**src/rtl/kpn_pkg.sv**
```systemverilog
// Shared definitions for the KPN (Kahn Process Network) datapath.
//   KPN_DATA_WIDTH    : token width in bits, matching the subtractor operands.
//   kpn_token_t       : one token on a KPN edge.
//   KPN_DEFAULT_DEPTH : default number of token slots per FIFO edge.
package kpn_pkg;

  localparam int KPN_DATA_WIDTH    = 16;
  localparam int KPN_DEFAULT_DEPTH = 8;

  typedef logic [KPN_DATA_WIDTH-1:0] kpn_token_t;

endpackage : kpn_pkg

```
**src/rtl/fifo_storage_ram.sv**
```systemverilog
// Token storage for one FIFO channel: DEPTH x DATA_WIDTH register array with
// one synchronous write port and one synchronous read port.
// Ports:
//   clk      : system clock
//   reset_n  : async active-low reset (read-data register only)
//   i_we     : write enable
//   i_waddr  : write address
//   i_wdata  : write data
//   i_re     : read enable; o_rdata updates on the next edge
//   i_raddr  : read address
//   o_rdata  : registered read data, holds when i_re is low
module fifo_storage_ram
  import kpn_pkg::*;
#(
  parameter  int DATA_WIDTH = KPN_DATA_WIDTH,
  parameter  int DEPTH      = KPN_DEFAULT_DEPTH,
  localparam int ADDR_WIDTH = $clog2(DEPTH)
) (
  input  logic                  clk,
  input  logic                  reset_n,
  input  logic                  i_we,
  input  logic [ADDR_WIDTH-1:0] i_waddr,
  input  logic [DATA_WIDTH-1:0] i_wdata,
  input  logic                  i_re,
  input  logic [ADDR_WIDTH-1:0] i_raddr,
  output logic [DATA_WIDTH-1:0] o_rdata
);

  logic [DATA_WIDTH-1:0] r_mem [DEPTH];
  logic [DATA_WIDTH-1:0] r_rdata;

  // NOTE: the array has no reset on purpose; validity is tracked by the
  // pointers and count, and a reset-free array maps onto plain flops/LUTRAM.
  always_ff @(posedge clk) begin
    if (i_we) begin
      r_mem[i_waddr] <= i_wdata;
    end
  end

  // When full, a simultaneous read and write hit the same slot; the read
  // samples the old contents, so the oldest token is returned as required.
  always_ff @(posedge clk or negedge reset_n) begin
    if (!reset_n) begin
      r_rdata <= '0;
    end else if (i_re) begin
      r_rdata <= r_mem[i_raddr];
    end
  end

  assign o_rdata = r_rdata;

endmodule : fifo_storage_ram

```
**src/rtl/fifo_channel_module.sv**
```systemverilog
// Bounded FIFO channel implementing one KPN edge, feeding subtractor_module.
// Blocking-write / blocking-read semantics are exposed as full / empty.
// Ports:
//   clk        : system clock, all state updates on posedge
//   reset_n    : async active-low reset, discards all tokens
//   wr         : producer write strobe
//   data_in    : token written when wr is accepted
//   rd         : consumer read strobe
//   data_out   : registered token from the last accepted read
//   data_valid : high for exactly the cycle after an accepted read
//   full       : occupancy == DEPTH
//   empty      : occupancy == 0
//   count      : current occupancy, 0..DEPTH
//   overflow   : sticky, set by a rejected write
//   underflow  : sticky, set by a rejected read
module fifo_channel_module
  import kpn_pkg::*;
#(
  parameter  int DATA_WIDTH = KPN_DATA_WIDTH,
  parameter  int DEPTH      = KPN_DEFAULT_DEPTH,
  localparam int ADDR_WIDTH = $clog2(DEPTH)
) (
  input  logic                  clk,
  input  logic                  reset_n,
  input  logic                  wr,
  input  logic [DATA_WIDTH-1:0] data_in,
  input  logic                  rd,
  output logic [DATA_WIDTH-1:0] data_out,
  output logic                  data_valid,
  output logic                  full,
  output logic                  empty,
  output logic [ADDR_WIDTH:0]   count,
  output logic                  overflow,
  output logic                  underflow
);

  localparam logic [ADDR_WIDTH:0] CNT_FULL = (ADDR_WIDTH+1)'(DEPTH);

  logic [ADDR_WIDTH-1:0] r_wr_ptr;
  logic [ADDR_WIDTH-1:0] r_rd_ptr;
  logic [ADDR_WIDTH:0]   r_count;
  logic                  r_data_valid;
  logic                  r_overflow;
  logic                  r_underflow;

  logic w_full;
  logic w_empty;
  logic w_wr_acc;
  logic w_rd_acc;

  // Flags decode the registered count rather than comparing pointers, so
  // they are glitch-free and need no extra wrap bit.
  assign w_full  = (r_count == CNT_FULL);
  assign w_empty = (r_count == '0);

  // A write into a full FIFO is still accepted when a read frees a slot in
  // the same cycle. A read on empty is never accepted (no fall-through).
  assign w_rd_acc = rd && !w_empty;
  assign w_wr_acc = wr && (!w_full || w_rd_acc);

  // NOTE: all sequential state uses non-blocking assignments so every
  // register sees the pre-edge values of w_wr_acc / w_rd_acc.
  always_ff @(posedge clk or negedge reset_n) begin
    if (!reset_n) begin
      r_wr_ptr     <= '0;
      r_rd_ptr     <= '0;
      r_count      <= '0;
      r_data_valid <= 1'b0;
      r_overflow   <= 1'b0;
      r_underflow  <= 1'b0;
    end else begin
      if (w_wr_acc) begin
        r_wr_ptr <= r_wr_ptr + ADDR_WIDTH'(1);
      end
      if (w_rd_acc) begin
        r_rd_ptr <= r_rd_ptr + ADDR_WIDTH'(1);
      end
      unique case ({w_wr_acc, w_rd_acc})
        2'b10:   r_count <= r_count + (ADDR_WIDTH+1)'(1);
        2'b01:   r_count <= r_count - (ADDR_WIDTH+1)'(1);
        default: r_count <= r_count;
      endcase
      r_data_valid <= w_rd_acc;
      if (wr && !w_wr_acc) begin
        r_overflow <= 1'b1;
      end
      if (rd && w_empty) begin
        r_underflow <= 1'b1;
      end
    end
  end

  fifo_storage_ram #(
    .DATA_WIDTH (DATA_WIDTH),
    .DEPTH      (DEPTH)
  ) u_storage (
    .clk     (clk),
    .reset_n (reset_n),
    .i_we    (w_wr_acc),
    .i_waddr (r_wr_ptr),
    .i_wdata (data_in),
    .i_re    (w_rd_acc),
    .i_raddr (r_rd_ptr),
    .o_rdata (data_out)
  );

  assign data_valid = r_data_valid;
  assign full       = w_full;
  assign empty      = w_empty;
  assign count      = r_count;
  assign overflow   = r_overflow;
  assign underflow  = r_underflow;

endmodule : fifo_channel_module

```
**config.mk**
```make
export PLATFORM = sky130hd
export DESIGN_NAME = fifo_channel_module
export DESIGN_NICKNAME = d
export VERILOG_FILES = /design/src/rtl/kpn_pkg.sv /design/src/rtl/fifo_storage_ram.sv /design/src/rtl/fifo_channel_module.sv
export SDC_FILE = /design/constraint.sdc
export NUM_CORES = 1
export LEC_CHECK = 0
export ABC_AREA = 1
export CAP_MARGIN = 0
export CORE_MARGIN = 10
export CORE_UTILIZATION = 45
export CTS_BUF_LIST = sky130_fd_sc_hd__clkbuf_4 sky130_fd_sc_hd__clkbuf_8
export CTS_CLUSTER_SIZE = 10
export DETAILED_ROUTE_END_ITERATION = 6
export PLACE_DENSITY_LB_ADDON = 0.25
export SLEW_MARGIN = 20
export SYNTH_ARGS = -nofsm -noshare
export SYNTH_HDL_FRONTEND = slang
export SYNTH_SLANG_ARGS = --single-unit
```
**constraint.sdc**
```tcl
create_clock -name clk -period 1.8 [get_ports clk]
set_input_delay 0.36 -clock clk [delete_from_list [all_inputs] [get_ports clk]]
set_output_delay 0.36 -clock clk [all_outputs]
set_load 0.005 [all_outputs]
```
# Word-level counts from Yosys, hierarchy flattened
# Memories as Yosys holds them, arrays and structs flattened. A register that Yosys moved wholly into a read port is not among the register bits.
# Cells that the tools add are included.
[totals] regBits=13 mem_bits_rw=128 in_bits=20 out_inout_bits=25 elab_cells=28 memories=1
[mem_list] name="u_storage.r_mem" depth=8 width=16 rd=1 rd_clocked_by_memory_dff=1 wr=1 line_no="fifo_storage_ram.sv:29" rtl="logic [DATA_WIDTH-1:0] r_mem [DEPTH];"
[classes] n_addsub=4 eq_ne=3 n_mux=3 n_reduce_logical=11
[ops] cell="one-hot mux 4 bit (2 select lines)" count=1
[ops] cell="adder 3 x 1 -> 3 bit (second input constant)" count=2
[ops] cell="adder 4 x 1 -> 4 bit (second input constant)" count=1
[ops] cell="== test 4 bit (second input constant)" count=1
[ops] cell="logical AND 1 bit" count=4
[ops] cell="logical NOT 1 bit" count=4
[ops] cell="logical NOT 4 bit" count=1
[ops] cell="subtractor 4 x 1 -> 4 bit (second input constant)" count=1
[ops] cell="== test 2 x 1 -> 1 bit (second input constant)" count=1
[ops] cell="== test 2 bit (second input constant)" count=1
[ops] cell="two-way mux 1 bit" count=2
[ops] cell="nonzero test 2 bit" count=1
[ops] cell="logical OR 1 bit" count=1

# Logic depth before layout (Yosys ltp)
[depth] ltp_word=7 ltp_mapped=14 depth_no_buf=14

# By module
# A second synthesis with hierarchy kept.
[unflattened] hier_cells=644 area_unflattened_um2=6750.2
[modules_own_cells] mod="fifo_storage_ram" n_inst=1 cells_per_inst=575 area_per_inst_um2=6045.8 seq_area_each_um2=4244.1
[modules_own_cells] mod="fifo_channel_module" n_inst=1 cells_per_inst=69 area_per_inst_um2=704.4 seq_area_each_um2=325.3

# Worst setup path after synthesis
# Ideal clock, no wire load.
[synth_path] path_kind="register to register" from="register r_count[0] (netlist: count[0])" to="memory u_storage.r_mem[4][0] in the netlist's numbering (enable)" setup_ns=0.388 arrival_time_ns=1.661 required_ns=1.412 setup_slack_ns=-0.250 stages_incl_launch_ff=6 synth_period_minus_slack_ns=2.050 cell_sequence="dfrtp_1 > nor2_2 > nand4_1 > nand2_1 > or2_2 > nor2_1"
[synth_via] elab_chain_len=7
[synth_rtl] element="start, declared" line_no="fifo_channel_module.sv:41" rtl="logic [ADDR_WIDTH:0] r_count;"
[synth_rtl] element="start signal, assigned" line_no="fifo_channel_module.sv:79" rtl="2'b10: r_count <= r_count + (ADDR_WIDTH+1)'(1);"
[synth_rtl] element="start signal, assigned" line_no="fifo_channel_module.sv:80" rtl="2'b01: r_count <= r_count - (ADDR_WIDTH+1)'(1);"
[synth_rtl] element="start signal, assigned" line_no="fifo_channel_module.sv:81" rtl="default: r_count <= r_count;"
[synth_rtl] element="logical NOT 4 bit" line_no="fifo_channel_module.sv:54" rtl="assign w_empty = (r_count == '0);"
[synth_rtl] element="logical NOT 1 bit" line_no="fifo_channel_module.sv:58" rtl="assign w_rd_acc = rd && !w_empty;"
[synth_rtl] element="logical AND 1 bit" line_no="fifo_channel_module.sv:58"
[synth_rtl] element="logical OR 1 bit *" line_no="fifo_channel_module.sv:59" rtl="assign w_wr_acc = wr && (!w_full || w_rd_acc);"
[synth_rtl] element="logical AND 1 bit *" line_no="fifo_channel_module.sv:59"
[synth_rtl] element="two-way mux 1 bit *" line_no="fifo_storage_ram.sv:35" rtl="if (i_we) begin"
[synth_rtl] element="two-way mux 1 bit (implied by the code) *" line_no="fifo_storage_ram.sv:36" rtl="r_mem[i_waddr] <= i_wdata;"
[synth_rtl] element="end, declared" line_no="fifo_storage_ram.sv:29"
# Mark *: on every way between the ends. The rest lies on a longest branch, timed or not.

# Worst setup path in the final report
[layout_path] from="register r_count[1] (netlist: count[1])" to="register r_count[3] (netlist: count[3])"
[layout_via] elab_chain_len=7
[layout_rtl] element="logical NOT 4 bit" line_no="fifo_channel_module.sv:54"
[layout_rtl] element="logical NOT 1 bit" line_no="fifo_channel_module.sv:58"
[layout_rtl] element="logical AND 1 bit" line_no="fifo_channel_module.sv:58"
[layout_rtl] element="logical OR 1 bit" line_no="fifo_channel_module.sv:59"
[layout_rtl] element="logical AND 1 bit" line_no="fifo_channel_module.sv:59"
[layout_rtl] element="== test 2 x 1 -> 1 bit or == test 2 bit (tied branches)" line_no="fifo_channel_module.sv:78" rtl="unique case ({w_wr_acc, w_rd_acc})"
[layout_rtl] element="one-hot mux 4 bit (2 select lines) or nonzero test 2 bit (tied branches)"
# Several ways; a longest one is shown, not always the timed one.
# A chain may end at the register's enable or synchronous reset.

==> summary.txt <==
Run status
  • Status: finished clean

Placed design
  • Dpl cells: approximately 730
  • HPWL after DPL: around 9400 um
  • Gpl congestion: ~0.8
  • IO buf count: between 40 and 50

Setup path
  • Crit path launch type: register
  • Slowest CP cell: dfrtp_1
  • CP peak stage delay: a little over 0.4 ns
  • Reg2reg setup slack: between 0.03 and 0.04 ns
  • Crit path launch: count[1]
  • Max FO, Critical Path: 2
  • Cells on worst reg2reg path: 15
  • Crit path depth: 15
  • WP data required: approximately 2.1 ns
  • CP Buf/Inv Count: 4
  • Worst-path cell chain: nor2_4, nand2_2, buf_6, nand2_4, inv_2, nand2_2, inv_2, ha_1, nand3_2, nand3_2, nand2_2, nand2_1, nand2_1, nand2_1, inv_1
  • CP endpoint kind: register
  • FF-to-FF End: count[3]
  • Critical R2R Launch: count[1]
  • Setup CP Type: register to register
  • Critical Path AT: ~2.1 ns
  • Worst setup path endpoint: count[3]
  • Crit-path leading delay family: simple AND/OR/NAND/NOR gates

Floorplanning
  • Initial Utilization: around 46%
  • Die Y: between 100 and 150 um
  • Core ar.: 0.0138 sq mm
  • Die area: around 0.019 sq mm
  • Die X: about 140 um
  • Site Rows: 43
  • Io pins: 45

Yosys
  • EDFF count, synth: between 100 and 150
  • Largest family of logic cells by synthesized area: simple AND/OR/NAND/NOR gates
  • Mux contribution to synthesized area: 0%
  • Yosys warnings: 0
  • Post-Synth Adder-Cell Area: roughly 1.1%
  • Synth cell count leaders: edfxtp_1 (128), nor2_1 (106), o21ai_0 (63)
  • Post-Synth Simple-Gate Area: 11.9%
  • Yosys top cell by area: edfxtp_1
  • Distinct cells, synth: 31
  • Synthesized area: about 0.0063 sq mm
  • Most common cell in the netlist: edfxtp_1
  • Synthesized netlist cell count: between 400 and 500
  • Fraction of registers with async set/reset: a little under a fifth
  • Main synth FF type: edfxtp_1
  • Synth area leaders: edfxtp_1 (61%), dfrtp_1 (11%), nor2_1 (6.3%)
  • Syn_nets: approximately 520
  • Compound-Gate Fraction of Synth Area: about 9.7%
  • Synthesized flop and latch total: 157
  • Area share of xor/xnor cells in the synthesized design: 0.690%
  • Synthesized area per cell: approximately 13 sq um
  • Area share of the largest cell type after synthesis: about three fifths
  • Seq/Total Area, Yosys: 72.0%

Power
  • Peak VDD IR: ~0.00061 V
  • Pleak: 2.79 nW
  • Power Density: 1560 mW/mm^2

Detailed routing
  • Antenna Violating Nets Remaining: 0
  • Initial DRC Count: 489
  • Via count: approximately 4100
  • First-pass DRT Iterations: 6
  • Final WL: ~14000 um
  • Via density: between 5 and 6
  • WL/cell: about 19 um
  • Drt drc: 0

Finish
  • Share of cells above drive strength 1: about 18%
  • Final net count: roughly 600
  • Area Growth Syn to Fin: 21.2%
  • Antenna diode instance count: 0
  • Fin util: a little under three fifths
  • Non-Filler Instances: 767

Timing
  • Unrepaired setup endpoints after global routing: yes
  • Endpoints failing hold: 0
  • Fin crit share: between 90% and 100%
  • Clock skew: between 0.008 and 0.009 ns
  • Max-slew headroom: 68.4%
  • Final slew viol count: 0
  • Min Tclk post-route: between 1.5 and 2 ns
  • Fmax: approximately 570 MHz
  • Slew @ Worst Pin: around 0.47 ns
  • # setup viols final: 0

Clock network
  • Num CTS Buffers: 17
  • Clock sink total: 157
  • Hold buffer count at CTS: 0
  • CTS Buffer Depth: 2
  • Htree depth: 4
  • Worst skew pair latency: ~0.43 ns
  • CTS tree: yes
  • Worst-path clk slew: ~0.080 ns
  • CTS root buffer: clkbuf_8

GRT
  • Initial antenna violation count: 0
  • Largest net degree at the start of global routing: 67
  • Number of global-route vias before repair: roughly 3800
  • Grt total ovfl: 0
  • First-pass GRT wire length: about 22000 um
  • Total GRT Usage: around 15%

Hold path
  • Hold Path Class: input port to async pin

Run
  • Max_cap viols: 0
[cells in the final DEF (no fill, tap or decap), types with 5 or more instances in the layout]
cell type,instances
nand3_2,5
nand3_1,17
nor2_4,5
clkdlybuf4s50_1,37
nor2_2,5
o21ai_0,63
edfxtp_1,128
buf_12,7
nand2_1,49
dfrtp_1,29
nor2_1,97
clkbuf_8,17
o211ai_1,28
inv_1,12
buf_6,9
buf_4,24
clkinvlp_4,6
[flip-flops by register name, summed over array words and instances (netlist names)]
signal             flops
count                  4
data_valid             1
r_rd_ptr               3
u_storage.o_rdata     16
underflow              1
overflow               1
r_wr_ptr               3
u_storage.r_mem      128
[final cells by class]
cell class              instances  area (sq um)
fillers                      1115          6140
repair buffers                 84           855
flip-flops and latches        157          4570
multi-input cells             298          1590
clock inverters                13           144
clock buffers                  19           249
inverters                      16          60.1
well taps                     180           225
[power breakdown]
part	leakage (nW)	internal, W	switching [W]
Clock	0.179	0.00126	0.00128
Combinational	1.11	0.00185	0.00267
Sequential	1.51	0.00465	0.000286
Total	2.79	0.00776	0.00424
[worst register-to-register path, delay by kind of cell (launching register included)]
kind	cells	cell delay, ns
buffers and inverters	4	0.25
adders and majority gates	1	0.29
and+or+nand+nor	10	0.73
DFF	1	0.41
[per-stage QoR]
step           area [sq um]  power, W  setup WS, ns  setup TNS [ns]  hold slack (ns)
3_3_place_gp           7110   0.00913        -0.327          -34.11            0.463
4_1_cts                7590    0.0119       -0.0374          -0.644            0.303
2_1_floorplan          6360   0.00760        -0.250          -15.98           0.0644
6_report               7690    0.0120        0.0309               0            0.315
5_1_grt                7690    0.0128       -0.0794         -0.0949            0.338
3_5_place_dp           7110   0.00923        -0.369          -38.41            0.467
[timing repair]
action | CTS | global route
setup buffers | 6 | 3
pin swaps | 3 | 7
gates resized for setup | 16 | 25
setup endpoints to repair | 5 | 134
[routing by layer]
layer / global-route usage [%] / up-vias / wire (um)
met2: 20.1 / 163 / 6210
met1: 21.9 / 2008 / 6830
met5: 0 / - / 0
met4: 5.11 / 0 / 166
li1: - / 1915 / -
met3: 4.86 / 15 / 1230
[how the worst min path moves through the flow]
stage	start	to	slack (ns)	depth (start not counted)
after global placement	u_storage.o_rdata[12]	u_storage.o_rdata[12]	0.46	2
after floorplan	reset_n	count[0]	0.06	0
after CTS	reset_n	underflow	0.30	2
after detailed placement	overflow	overflow	0.47	1
after global routing	reset_n	count[0]	0.34	2
final	reset_n	u_storage.o_rdata[0]	0.31	2
[kinds of logic (layout without fill, tap and decap cells)]
family,after synthesis,count (layout)
AND/OR/NAND/NOR,186,186
AO/OA/AOI/OAI,102,102
adder cells (fa/ha/maj),5,5
XOR/XNOR,5,5
buffers and inverters,44,132
flip-flops,157,157
No activity file was read; power rests on OpenSTA's default activity.
